[src/rtl/spike_rate_if.sv]
// Result port of spike_rate_decoder: packed rate words with a valid/ready handshake
// and the sticky overrun flag that travels with them.
interface spike_rate_if #(
    parameter int NCH   = 2,
    parameter int OUT_W = 12
);
    logic [NCH*OUT_W-1:0] rate_out;
    logic                 rate_valid;
    logic                 rate_ready;
    logic                 overrun;

    modport master (output rate_out, output rate_valid, output overrun, input rate_ready);
    modport slave  (input rate_out, input rate_valid, input overrun, output rate_ready);
endinterface

[src/rtl/spike_rate_decoder.sv]
// Counts spikes per channel over 2**CNT_W enabled cycles and publishes scaled rates.
// Optional first-order smoothing of published rates: define SPIKE_DECODER_IIR_EN.
//
// state | meaning
// IDLE  | after reset, nothing counted yet
// COUNT | last cycle was enabled; counters advancing
// PAUSE | en low; counters held, spikes ignored
module spike_rate_decoder #(
    parameter int NCH   = 2,
    parameter int CNT_W = 8,
    parameter int OUT_W = 12
) (
    input  logic               clk,
    input  logic               rst,
    input  logic               en,
    input  logic [NCH-1:0]     spike_in,
    output logic               win_active,
    spike_rate_if.master       rate_if
);

    typedef enum logic [1:0] {IDLE, COUNT, PAUSE} state_t;

    state_t               state;
    logic [CNT_W-1:0]     win_cnt;
    logic [CNT_W:0]       ch_cnt   [NCH];
    logic [CNT_W:0]       fin_cnt  [NCH];
    logic [CNT_W-1:0]     sat_cnt  [NCH];
    logic [OUT_W-1:0]     scaled   [NCH];
    logic                 win_close;
    logic [NCH*OUT_W-1:0] rate_next;

`ifdef SPIKE_DECODER_IIR_EN
    logic signed [OUT_W:0] iir_diff [NCH];
    logic signed [OUT_W:0] iir_sum  [NCH];
`endif

    // Every enabled cycle is counted regardless of state, so the FSM only tracks win_active.
    assign win_close = en && (win_cnt == {CNT_W{1'b1}});

    always_comb begin
        fin_cnt   = '{default: '0};
        sat_cnt   = '{default: '0};
        scaled    = '{default: '0};
        rate_next = '0;
`ifdef SPIKE_DECODER_IIR_EN
        iir_diff  = '{default: '0};
        iir_sum   = '{default: '0};
`endif
        for (int i = 0; i < NCH; i++) begin
            // The closing cycle's spike belongs to the window, so it can reach WIN_LEN.
            fin_cnt[i] = ch_cnt[i] + (CNT_W+1)'(spike_in[i]);
            sat_cnt[i] = fin_cnt[i][CNT_W] ? {CNT_W{1'b1}} : fin_cnt[i][CNT_W-1:0];
            scaled[i]  = OUT_W'(sat_cnt[i]) << (OUT_W - CNT_W);
`ifdef SPIKE_DECODER_IIR_EN
            iir_diff[i] = $signed({1'b0, scaled[i]})
                        - $signed({1'b0, rate_if.rate_out[i*OUT_W +: OUT_W]});
            iir_sum[i]  = $signed({1'b0, rate_if.rate_out[i*OUT_W +: OUT_W]})
                        + (iir_diff[i] >>> 2);
            rate_next[i*OUT_W +: OUT_W] = OUT_W'(iir_sum[i]);
`else
            rate_next[i*OUT_W +: OUT_W] = scaled[i];
`endif
        end
    end

    always_ff @(posedge clk) begin
        if (rst) begin
            state              <= IDLE;
            win_active         <= 1'b0;
            win_cnt            <= '0;
            for (int i = 0; i < NCH; i++) ch_cnt[i] <= '0;
            rate_if.rate_out   <= '0;
            rate_if.rate_valid <= 1'b0;
            rate_if.overrun    <= 1'b0;
        end else begin
            case (state)
                IDLE: if (en) begin
                    state      <= COUNT;
                    win_active <= 1'b1;
                end
                COUNT: if (!en) begin
                    state      <= PAUSE;
                    win_active <= 1'b0;
                end
                PAUSE: if (en) begin
                    state      <= COUNT;
                    win_active <= 1'b1;
                end
                default: begin
                    state      <= IDLE;
                    win_active <= 1'b0;
                end
            endcase

            if (en) begin
                if (win_close) begin
                    win_cnt <= '0;
                    for (int i = 0; i < NCH; i++) ch_cnt[i] <= '0;
                end else begin
                    win_cnt <= win_cnt + 1'b1;
                    for (int i = 0; i < NCH; i++) ch_cnt[i] <= fin_cnt[i];
                end
            end

            // A new result wins over a same-cycle transfer; only an unaccepted result is an overrun.
            if (win_close) begin
                rate_if.rate_out   <= rate_next;
                rate_if.rate_valid <= 1'b1;
                if (rate_if.rate_valid && !rate_if.rate_ready)
                    rate_if.overrun <= 1'b1;
            end else if (rate_if.rate_valid && rate_if.rate_ready) begin
                rate_if.rate_valid <= 1'b0;
            end
        end
    end

endmodule

[src/flat_wrapper.sv]
// flat-port wrapper written by rule: the top's interface ports become plain ports
module spike_rate_decoder_flat 
#(
    parameter int NCH   = 2,
    parameter int CNT_W = 8,
    parameter int OUT_W = 12
)
  (clk, rst, en, spike_in, win_active, rate_if_rate_out, rate_if_rate_valid, rate_if_overrun, rate_if_rate_ready);
  spike_rate_if #(.NCH(NCH), .OUT_W(OUT_W)) rate_if_i ();
  input  logic clk;
  input  logic rst;
  input  logic en;
  input  logic [NCH-1:0] spike_in;
  output logic win_active;
  output wire logic [$bits(rate_if_i.rate_out)-1:0] rate_if_rate_out;
  output wire logic [$bits(rate_if_i.rate_valid)-1:0] rate_if_rate_valid;
  output wire logic [$bits(rate_if_i.overrun)-1:0] rate_if_overrun;
  input wire logic [$bits(rate_if_i.rate_ready)-1:0] rate_if_rate_ready;
  assign rate_if_rate_out = rate_if_i.rate_out;
  assign rate_if_rate_valid = rate_if_i.rate_valid;
  assign rate_if_overrun = rate_if_i.overrun;
  assign rate_if_i.rate_ready = rate_if_rate_ready;
  spike_rate_decoder #(.NCH(NCH), .CNT_W(CNT_W), .OUT_W(OUT_W)) u_core (.clk(clk), .rst(rst), .en(en), .spike_in(spike_in), .win_active(win_active), .rate_if(rate_if_i));
endmodule
[config.mk]
export PLATFORM = sky130hd
export DESIGN_NAME = spike_rate_decoder_flat
export DESIGN_NICKNAME = d
export VERILOG_FILES = /design/src/rtl/spike_rate_if.sv /design/src/rtl/spike_rate_decoder.sv /design/src/flat_wrapper.sv
export SDC_FILE = /design/constraint.sdc
export NUM_CORES = 1
export LEC_CHECK = 0
export BUFFER_PORTS_ARGS = -buffer_cell sky130_fd_sc_hd__buf_2
export CAP_MARGIN = 10
export CORE_AREA = 2 2 78 58
export CTS_BUF_LIST = sky130_fd_sc_hd__clkbuf_16
export DETAILED_ROUTE_END_ITERATION = 16
export DIE_AREA = 0 0 80 60
export PLACE_DENSITY_LB_ADDON = 0.05
export SLEW_MARGIN = 20
export SYNTH_ARGS = -nofsm -noshare
export SYNTH_HDL_FRONTEND = slang
export SYNTH_SLANG_ARGS = --single-unit
[constraint.sdc]
create_clock -name clk -period 1.9 [get_ports clk]
set_input_delay 0.095 -clock clk [delete_from_list [all_inputs] [get_ports clk]]
set_output_delay 0.095 -clock clk [all_outputs]
set_load 0.02 [all_outputs]
==> results.toml, run 1 <==
[synth]
synthDistinctLibCells = 38
synthArstFlopShare_pct = 0
ys_seq_area_share_pct = 52.6
ys_ff_latch = 47
synthCells = 210
synth_area_per_cell_sq_um = 10.2
synth_edf_count = 18
synthFlopType = "dfxtp_1"
ys_warn_count = 0
synth_area_sq_mm = 0.00213

[sta]
fin_skew_ns = 0.00760
timing.final.crit_share_pct = 92.9
fmax_mhz = 567
finalWorstSetupSlack_ns = 0.136
period_needed_ns = 1.76
slew_viol_final = 0
hold_violations = 0
rsz0062_at_grt = "false"
fin_setup_tns_ns = 0
setup_viol = 0

[placement]
numPortBuffers = 24
hpwl_um = 2840
detailed_place.area_sq_mm = 0.00227
routabilityCongestion = 0.813
dp_slack_ns = -0.0242
placedCellCount = 284

[pwr]
p_per_area_mw_per_mm2 = 848
vdd_drop_max_v = 0.000443
finalPower_mw = 2.06
p_leak_nw = 0.950

[cells_and_area]
regArea_sq_mm = 0.00112
post-route-cell-area_sq_mm = 0.00243
diodes = 0
syn_to_final_growth_pct = 13.8
multi_input_area_sq_um = 913
nFillCells = 360
drive_above_1_share_pct = 20.3
finalNetCount = 247
final_cells = 292

[worst_setup_path]
cp-end-kind = "flop"
arrival_ns = 1.96
crit_required_ns = 2.10
worstSetupPathType = "reg -> reg"
cp-start-kind = "flop"
critPathMaxFanout = 8

[die]
dieArea_sq_mm = 0.00480
coreArea_sq_mm = 0.00410
die_w_um = 80
ios = 33
rows = 20
die_h_um = 60
start_util_pct = 52.0

[cts]
root_buffer = "clkbuf_16"
clk_pin_slew_worst_paths_ns = 0.06
cts_made_buffers = 5
cts_tree = "yes"
cts_max_path_buffers = 2
clock_latency_ns = 0.28
htreeDepth = 2
clock_sinks = 47
ctsHoldBuffers = 0
post_cts_buffers = 0

[global_routing]
track_usage_pct = 18.7
grt_overflow = 0
grt_pass1_wl_um = 6590
grt_max_degree = 27
antenna_found_initial = 0
grt_pass1_vias = 1423

[drt]
num_vias = 1568
firstDrtPassIters = 4
routedWlPerCell_um = 14.0
post-route-drc-count = 0
antenna_left = 0
viasPerCell = 5.37
drt_wl_total_um = 4090
drt-initial-drc-count = 101

[run]
max_cap_violations = 0

[run_status]
outcome = "complete, no violations"

[min_path]
hold_path.class = "in -> reg"
layout make-up:
class / instances / area share, %
clock inverter: 3 / 0.464
tap: 55 / 2.84
sequential: 47 / 46.2
inverter: 8 / 1.24
clock buffer: 5 / 5.15
multi-input combinational: 145 / 37.6
timing repair buffer: 29 / 6.49
critical path, stage by stage (launching register included):
cell      delay, ns
edfxtp_1       0.33
ha_1           0.17
ha_1           0.23
nand3_1        0.11
or3_1          0.35
and3_4         0.25
a211oi_2       0.24
routing by layer:
layer	track usage, %	part of all wire [%]
met1	24.1	46
met2	30.1	47
met5	0	0
met3	4.53	6.2
met4	8.47	1.1
synth_stat cells, drive strengths merged, types with 2 or more instances:
master	instances	share of area, %
nor2	49	8.6
dfxtp	29	27
edfxtp	18	25
a211oi	16	7.5
buf	13	4.5
nand3	9	2.1
xor2	9	3.7
inv	8	1.4
xnor2	8	3.3
nand2	7	1.2
ha	5	2.9
a21oi	4	0.94
clkbuf	4	0.70
nand4	4	1.2
and3	3	0.94
o21ai	3	0.70
a21o	2	0.70
a41oi	2	0.82
and4	2	0.82
nor3	2	0.70
nor3b	2	0.94
state kept, by name (all words and copies together) (netlist names):
| name | flops |
|---|---|
| u_core.win_cnt | 8 |
| u_core.state | 2 |
| u_core.rate_if.rate_valid | 1 |
| u_core.ch_cnt | 18 |
| u_core.rate_if.rate_out | 16 |
| u_core.win_active | 1 |
| u_core.rate_if.overrun | 1 |
power by group:
| part | switching, mW | leakage [nW] | total [mW] | internal, mW |
|---|---|---|---|---|
| registers | 0.0299 | 0.434 | 1.11 | 1.08 |
| logic | 0.0828 | 0.446 | 0.124 | 0.0413 |
| clock network | 0.349 | 0.0701 | 0.823 | 0.474 |
| total | 0.462 | 0.950 | 2.06 | 1.60 |
cells in the final DEF (no fill, tap or decap), types with 2 or more instances in the layout:
| cell | count |
|---|---|
| a211oi_1 | 8 |
| a211oi_2 | 8 |
| a21o_1 | 2 |
| a21oi_1 | 4 |
| a41oi_1 | 2 |
| and4_1 | 2 |
| buf_2 | 24 |
| buf_4 | 5 |
| clkbuf_16 | 5 |
| clkinv_1 | 2 |
| conb_1 | 8 |
| dfxtp_1 | 29 |
| edfxtp_1 | 18 |
| ha_1 | 5 |
| inv_1 | 9 |
| nand2_1 | 7 |
| nand3_1 | 9 |
| nand4_1 | 4 |
| nor2_1 | 49 |
| o21ai_0 | 3 |
| xnor2_1 | 8 |
| xor2_1 | 9 |
worst paths after layout:
check,start,endpoint,slack (ns),cells past startpoint
setup / recovery,u_core.ch_cnt[0][9]$_SDFFCE_PN0P_,u_core.rate_if.rate_out[22]$_SDFFE_PP0N_,0.14,6
hold / removal,rst,u_core.state[0]$_SDFFE_PP0P_,0.12,3
hold reg to reg,u_core.rate_if.overrun$_SDFFE_PP0P_,u_core.rate_if.overrun$_SDFFE_PP0P_,0.47,2
setup reg to reg,u_core.ch_cnt[0][9]$_SDFFCE_PN0P_,u_core.rate_if.rate_out[22]$_SDFFE_PP0N_,0.14,6
metrics by stage:
step	util, %	hold slack [ns]
final	59.1	0.122
after global routing	59.1	0.139
after floorplan	-	0.298
after detailed placement	55.4	0.417
after global placement	55.4	0.409
after CTS	58.8	0.125
timing repair:
| item | CTS | global route |
|---|---|---|
| gates resized for setup | 1 | 3 |
| cloned | 0 | 0 |
| endpoints found under the setup margin | 4 | 15 |
logic make-up after synthesis:
group	count (synthesis)	share of synthesized area [%]
other	1	0.176
DFF	47	52.6
AOI/OAI and AO/OA	32	12.4
and+or+nand+nor	82	17.8
buffers and inverters	25	6.63
adders and majority gates	5	2.93
xor gates and xnor gates	17	6.98
muxes	1	0.470
No activity file was read; power rests on OpenSTA's default activity.
==> inputs of run 2 (changes only) <==
--- a/config.mk
+++ b/config.mk
@@ -5,12 +5,13 @@
 export SDC_FILE = /design/constraint.sdc
 export NUM_CORES = 1
 export LEC_CHECK = 0
+export ABC_AREA = 1
 export BUFFER_PORTS_ARGS = -buffer_cell sky130_fd_sc_hd__buf_2
 export CAP_MARGIN = 10
-export CORE_AREA = 2 2 78 58
+export CORE_AREA = 2 2 84 62
 export CTS_BUF_LIST = sky130_fd_sc_hd__clkbuf_16
 export DETAILED_ROUTE_END_ITERATION = 16
-export DIE_AREA = 0 0 80 60
+export DIE_AREA = 0 0 86 64
 export PLACE_DENSITY_LB_ADDON = 0.05
 export SLEW_MARGIN = 20
 export SYNTH_ARGS = -nofsm -noshare
==> constraint.sdc (replaced) <==
create_clock -name clk -period 1.8 [get_ports clk]
set_input_delay 0.09 -clock clk [delete_from_list [all_inputs] [get_ports clk]]
set_output_delay 0.09 -clock clk [all_outputs]
set_load 0.02 [all_outputs]
==> results.toml, run 2 <==
[run_status]
outcome = "complete, no violations"

[cells_and_area]
final_common_cell = "nor2_1"
top_register = "u_core.ch_cnt"
syn_to_final_growth_pct = 13.3
nFillCells = 454
diodes = 0
largest_register_ffs = 18
multi_input_area_sq_um = 966
finalNetCount = 325
final_cell_mix = "nor2_1 (56), nand2_1 (55), inv_1 (32), dfxtp_1 (29), buf_2 (24)"
utilization_pct = 55.9
drive_above_1_share_pct = 14.0
regArea_sq_mm = 0.00112
top_regs = "u_core.ch_cnt: 18 flops, u_core.rate_if.rate_out: 16 flops, u_core.win_cnt: 8 flops"

[cts]
post_cts_buffers = 0
ctsResizeCount = 0
htreeDepth = 2
clk_pin_slew_worst_paths_ns = 0.07
clock_latency_ns = 0.29
cts_tree = "yes"
cts_max_path_buffers = 2
ctsHoldBuffers = 0
root_buffer = "clkbuf_16"
clock_sinks = 47
cts_made_buffers = 5

[min_path]
whs_path_depth = 4
holdPathEnd = "u_core.rate_if.rate_valid$_SDFFE_PP0P_"
min_from = "rate_if_rate_ready"
hold_path.class = "in -> reg"

[global_routing]
grt_overflow = 0
antenna_found_initial = 0
track_usage_pct = 17.7
grt_pass1_vias = 1631
grt_max_degree = 20
grt_pass1_wl_um = 7640

[synth]
synth_top_area_share_pct = 25.3
synth_area_per_cell_sq_um = 8.02
ys_seq_area_share_pct = 48.9
synth_largest_area_cell = "dfxtp_1"
synthArstFlopShare_pct = 0
synthCells = 286
synthDistinctLibCells = 29
synthFlopType = "dfxtp_1"
ys_ff_latch = 47
synth_most_common_cell = "nor2_1"
synthTopCellsByArea = "dfxtp_1 (25%), edfxtp_1 (24%), nor2_1 (9.2%), nand2_1 (9.0%), inv_1 (5.2%)"
synth_edf_count = 18
synth_area_sq_mm = 0.00229
ys_warn_count = 0
synth_common_cells = "nor2_1 (56), nand2_1 (55), inv_1 (32), dfxtp_1 (29), nand3_1 (19)"

[pwr]
p_per_area_mw_per_mm2 = 897
vdd_drop_max_v = 0.000562
finalPower_mw = 2.33
p_leak_nw = 1.15

[drt]
drt_wl_total_um = 4420
antenna_left = 0
firstDrtPassIters = 4
num_vias = 1788
drt-initial-drc-count = 119
routedWlPerCell_um = 11.9
post-route-drc-count = 0
viasPerCell = 4.81

[worst_setup_path]
crit_start = "u_core.ch_cnt[0][9]$_SDFFCE_PN0P_"
worstSetupPathDepth = 10
cp-end-kind = "flop"
cp_top_family = "simple AND/OR/NAND/NOR gates"
max_stage_delay_ns = 0.36
cp-start-kind = "flop"
crit_chain = "ha_1 -> ha_1 -> nand2_1 -> nor2_1 -> nand2_1 -> nand2_1 -> nand2_1 -> inv_1 -> nor2_1 -> nor2_1"
rr_worst_depth = 10
slowest_stage = "edfxtp_1"
arrival_ns = 1.72
r2r_start = "u_core.ch_cnt[0][9]$_SDFFCE_PN0P_"
worstSetupPathType = "reg -> reg"
cp_common_cell = "nand2_1"
crit_buf_inv = 1
critPathMaxFanout = 4
crit_required_ns = 1.98
r2r_slack_ns = 0.26
r2r_end = "u_core.rate_if.rate_out[19]$_SDFFE_PP0N_"

[placement]
numPortBuffers = 24
dp_slack_ns = 0.255
hpwl_um = 3230
routabilityCongestion = 0.814

[run]
max_cap_violations = 0

[sta]
period_needed_ns = 1.54
fin_setup_tns_ns = 0
slew_viol_final = 0
finalWorstSetupSlack_ns = 0.258
fin_skew_ns = 0.0102
rsz0062_at_grt = "false"
timing.final.crit_share_pct = 85.7
setup_viol = 0
hold_violations = 0
fmax_mhz = 649

[die]
dieArea_sq_mm = 0.00550
start_util_pct = 49.3
ios = 33
die_h_um = 64
coreArea_sq_mm = 0.00465
die_w_um = 86
rows = 21
run 2: cell types whose count changed after synthesis, moves of 9 or more:
cell | before | now
a21oi_1 | 4 | 13
inv_1 | 8 | 32
nand2_1 | 7 | 55
nand3_1 | 9 | 19
run 2: area by class of cell:
type / instances / area share, %
multi-input combinational: 199 / 37.2
timing repair buffer: 28 / 5.78
clock inverter: 2 / 0.626
inverter: 33 / 4.77
tap: 57 / 2.74
clock buffer: 6 / 5.78
sequential: 47 / 43.1
run 2: cell families after synthesis:
family | Yosys count | share of synthesized area (%)
other cells | 1 | 0.164
flops | 47 | 48.9
compound gates | 34 | 8.29
buf+inv | 47 | 10.1
simple gates | 145 | 27.1
fa+ha+maj | 5 | 2.73
xor+xnor | 7 | 2.67
run 2: worst reg2reg max path: cells and delay by family, from the launching register on:
family                     cells  cell delay, ns
DFF                            1            0.36
adders and majority gates      2            0.45
buffers and inverters          1            0.09
and+or+nand+nor                7            0.53
run 2: power breakdown:
group          internal, mW  switching (mW)  total, mW
logic                0.0450           0.101      0.146
registers              1.14          0.0272       1.17
clock network         0.604           0.412       1.02
total                  1.79           0.540       2.33
run 2: through the flow:
stage                     cell area, sq um  cells  hold slack [ns]
final                                 2600    372           0.0860
after global routing                  2600    372            0.113
after CTS                             2600    372           0.0740
after detailed placement              2430    364            0.383
after global placement                2430    364            0.382
after floorplan                       2320    293            0.274
run 2: how the worst max path moves through the flow:
| stage | to |
|---|---|
| 6_report | u_core.rate_if.rate_out[19]$_SDFFE_PP0N_ |
| 5_1_grt | u_core.ch_cnt[0][7]$_SDFFCE_PN0P_ |
| 4_1_cts | u_core.ch_cnt[0][7]$_SDFFCE_PN0P_ |
| 3_5_place_dp | u_core.ch_cnt[0][16]$_SDFFCE_PN0P_ |
| 3_3_place_gp | u_core.rate_if.rate_out[20]$_SDFFE_PP0N_ |
| 2_1_floorplan | u_core.ch_cnt[0][11]$_SDFFCE_PN0P_ |
run 2: metal layers:
| layer | global-route usage, % | vias up | routed length, um |
|---|---|---|---|
| li1 | - | 954 | - |
| met1 | 25.5 | 794 | 2350 |
| met2 | 26.7 | 38 | 1830 |
| met3 | 4.52 | 2 | 228 |
| met4 | 4.17 | 0 | 18 |
| met5 | 0 | - | 0 |
==> inputs of run 3 (changes only) <==
--- a/config.mk
+++ b/config.mk
@@ -12,7 +12,7 @@
 export CTS_BUF_LIST = sky130_fd_sc_hd__clkbuf_16
 export DETAILED_ROUTE_END_ITERATION = 16
 export DIE_AREA = 0 0 86 64
-export PLACE_DENSITY_LB_ADDON = 0.05
+export PLACE_DENSITY = 0.7
 export SLEW_MARGIN = 20
 export SYNTH_ARGS = -nofsm -noshare
 export SYNTH_HDL_FRONTEND = slang
==> results.toml, run 3 (same netlist as run 2, synthesis figures left out) <==
[run_status]
outcome = "complete, no violations"

[pwr]
vdd_drop_max_v = 0.000407
finalPower_mw = 2.19
p_per_area_mw_per_mm2 = 848
p_leak_nw = 1.15

[global_routing]
top_usage_layer = "met2"
grt_overflow = 0
grtUsageMet3_pct = 4.26
track_usage_pct = 17.2
grtUsageMet2_pct = 26.6
grt_pass1_vias = 1706
antenna_found_initial = 0
grt_max_degree = 20
grt_pass1_wl_um = 7450
met1_usage_pct = 22.7

[sta]
timing.hold.ws_ns = 0.0794
slew_viol_final = 0
rsz0062_at_grt = "false"
fmax_mhz = 634
setup_viol = 0
fin_skew_ns = 0.00269
period_needed_ns = 1.58
finalWorstSetupSlack_ns = 0.222
timing.final.crit_share_pct = 87.7
hold_violations = 0
fin_setup_tns_ns = 0

[die]
start_util_pct = 49.3
ios = 33
die_w_um = 86
coreArea_sq_mm = 0.00465
die_h_um = 64
rows = 21
dieArea_sq_mm = 0.00550

[placement]
numPortBuffers = 24
detailed_place.area_sq_mm = 0.00243
placedCellCount = 364
routabilityCongestion = 0.801
dp_slack_ns = 0.184
hpwl_um = 3150

[worst_setup_path]
r2r_slack_ns = 0.22
cp-start-kind = "flop"
r2r_start = "u_core.win_cnt[1]$_SDFFE_PP0P_"
rr_worst_depth = 8
cp-end-kind = "flop"
r2r_end = "u_core.rate_if.rate_out[17]$_SDFFE_PP0N_"
crit_required_ns = 1.98
worstSetupPathType = "reg -> reg"
arrival_ns = 1.76
critPathMaxFanout = 9

[cells_and_area]
diodes = 0
final_common_cell = "nor2_1"
post-route-cell-area_sq_mm = 0.00258
top_regs = "u_core.ch_cnt: 18 flops, u_core.rate_if.rate_out: 16 flops, u_core.win_cnt: 8 flops"
largest_register_ffs = 18
finalNetCount = 327
utilization_pct = 55.5
final_cells = 373
drive_above_1_share_pct = 14.2
final_cell_mix = "nor2_1 (56), nand2_1 (55), inv_1 (32), dfxtp_1 (29), buf_2 (24)"
syn_to_final_growth_pct = 12.5
top_register = "u_core.ch_cnt"

[cts]
cts_tree = "yes"
root_buffer = "clkbuf_16"
cts_max_path_buffers = 2
clock_latency_ns = 0.28
htreeDepth = 2
ctsHoldBuffers = 0
clk_pin_slew_worst_paths_ns = 0.06
cts_made_buffers = 5
clock_sinks = 47
ctsResizeCount = 0

[min_path]
hold_path.class = "in -> reg"
whs_path_depth = 4
min_from = "rate_if_rate_ready"
holdPathEnd = "u_core.rate_if.rate_valid$_SDFFE_PP0P_"

[drt]
num_vias = 1828
firstDrtPassIters = 4
drt-initial-drc-count = 54
routedWlPerCell_um = 12.0
antenna_left = 0
viasPerCell = 4.90
post-route-drc-count = 0
drt_wl_total_um = 4470

[run]
max_cap_violations = 0
## run 3: changes by cell type in the layout (fill, tap and decap cells not counted), sizes merged
cell / before / now
clkbuf: 6 / 5
clkinvlp: 1 / 0
buf: 28 / 30
clkinv: 0 / 1
## run 3: report_power, final
part	switching [mW]	internal (mW)	leakage (nW)
registers	0.0278	1.14	0.434
logic	0.101	0.0466	0.645
clock network	0.372	0.500	0.0698
## run 3: how the worst max path moves through the flow
stage	start	cells after the start	endpoint	slack, ns
3_3_place_gp	u_core.win_cnt[0]$_SDFFE_PP0P_	8	u_core.rate_if.rate_out[16]$_SDFFE_PP0N_	0.18
2_1_floorplan	u_core.win_cnt[0]$_SDFFE_PP0P_	7	u_core.ch_cnt[0][11]$_SDFFCE_PN0P_	0.39
5_1_grt	u_core.ch_cnt[0][9]$_SDFFCE_PN0P_	10	u_core.rate_if.rate_out[18]$_SDFFE_PP0N_	0.05
4_1_cts	u_core.win_cnt[0]$_SDFFE_PP0P_	8	u_core.rate_if.rate_out[17]$_SDFFE_PP0N_	0.14
3_5_place_dp	u_core.win_cnt[0]$_SDFFE_PP0P_	8	u_core.rate_if.rate_out[17]$_SDFFE_PP0N_	0.18
6_report	u_core.win_cnt[1]$_SDFFE_PP0P_	8	u_core.rate_if.rate_out[17]$_SDFFE_PP0N_	0.22
## run 3: area by class of cell
type	count	area, sq um
inverters	33	124
clock inverters	2	8.76
well taps	57	71.3
flip-flops and latches	47	1120
clock buffers	5	125
fillers	436	2070
repair buffers	30	165
multi-input cells	199	966
## run 3: what timing repair did
action | in CTS | in global routing
setup endpoints to repair | 0 | 2
endpoints found under the hold margin | 0 | 0
buffers inserted | 0 | 2
## run 3: worst max-delay path, stage by stage (launching register included)
cell and delay (ns):
dfxtp_1 0.37, ha_1 0.22, nand2_1 0.08, nor2_1 0.11, nand2_2 0.10, nor2_4 0.23
nand3_1 0.17, nor2_1 0.13, nor2_1 0.05
## run 3: routing by layer
metal | up-vias | share of wire, %
met2 | 27 | 44
met1 | 831 | 52
met5 | - | 0
li1 | 963 | -
met3 | 7 | 3.2
met4 | 0 | 1.5
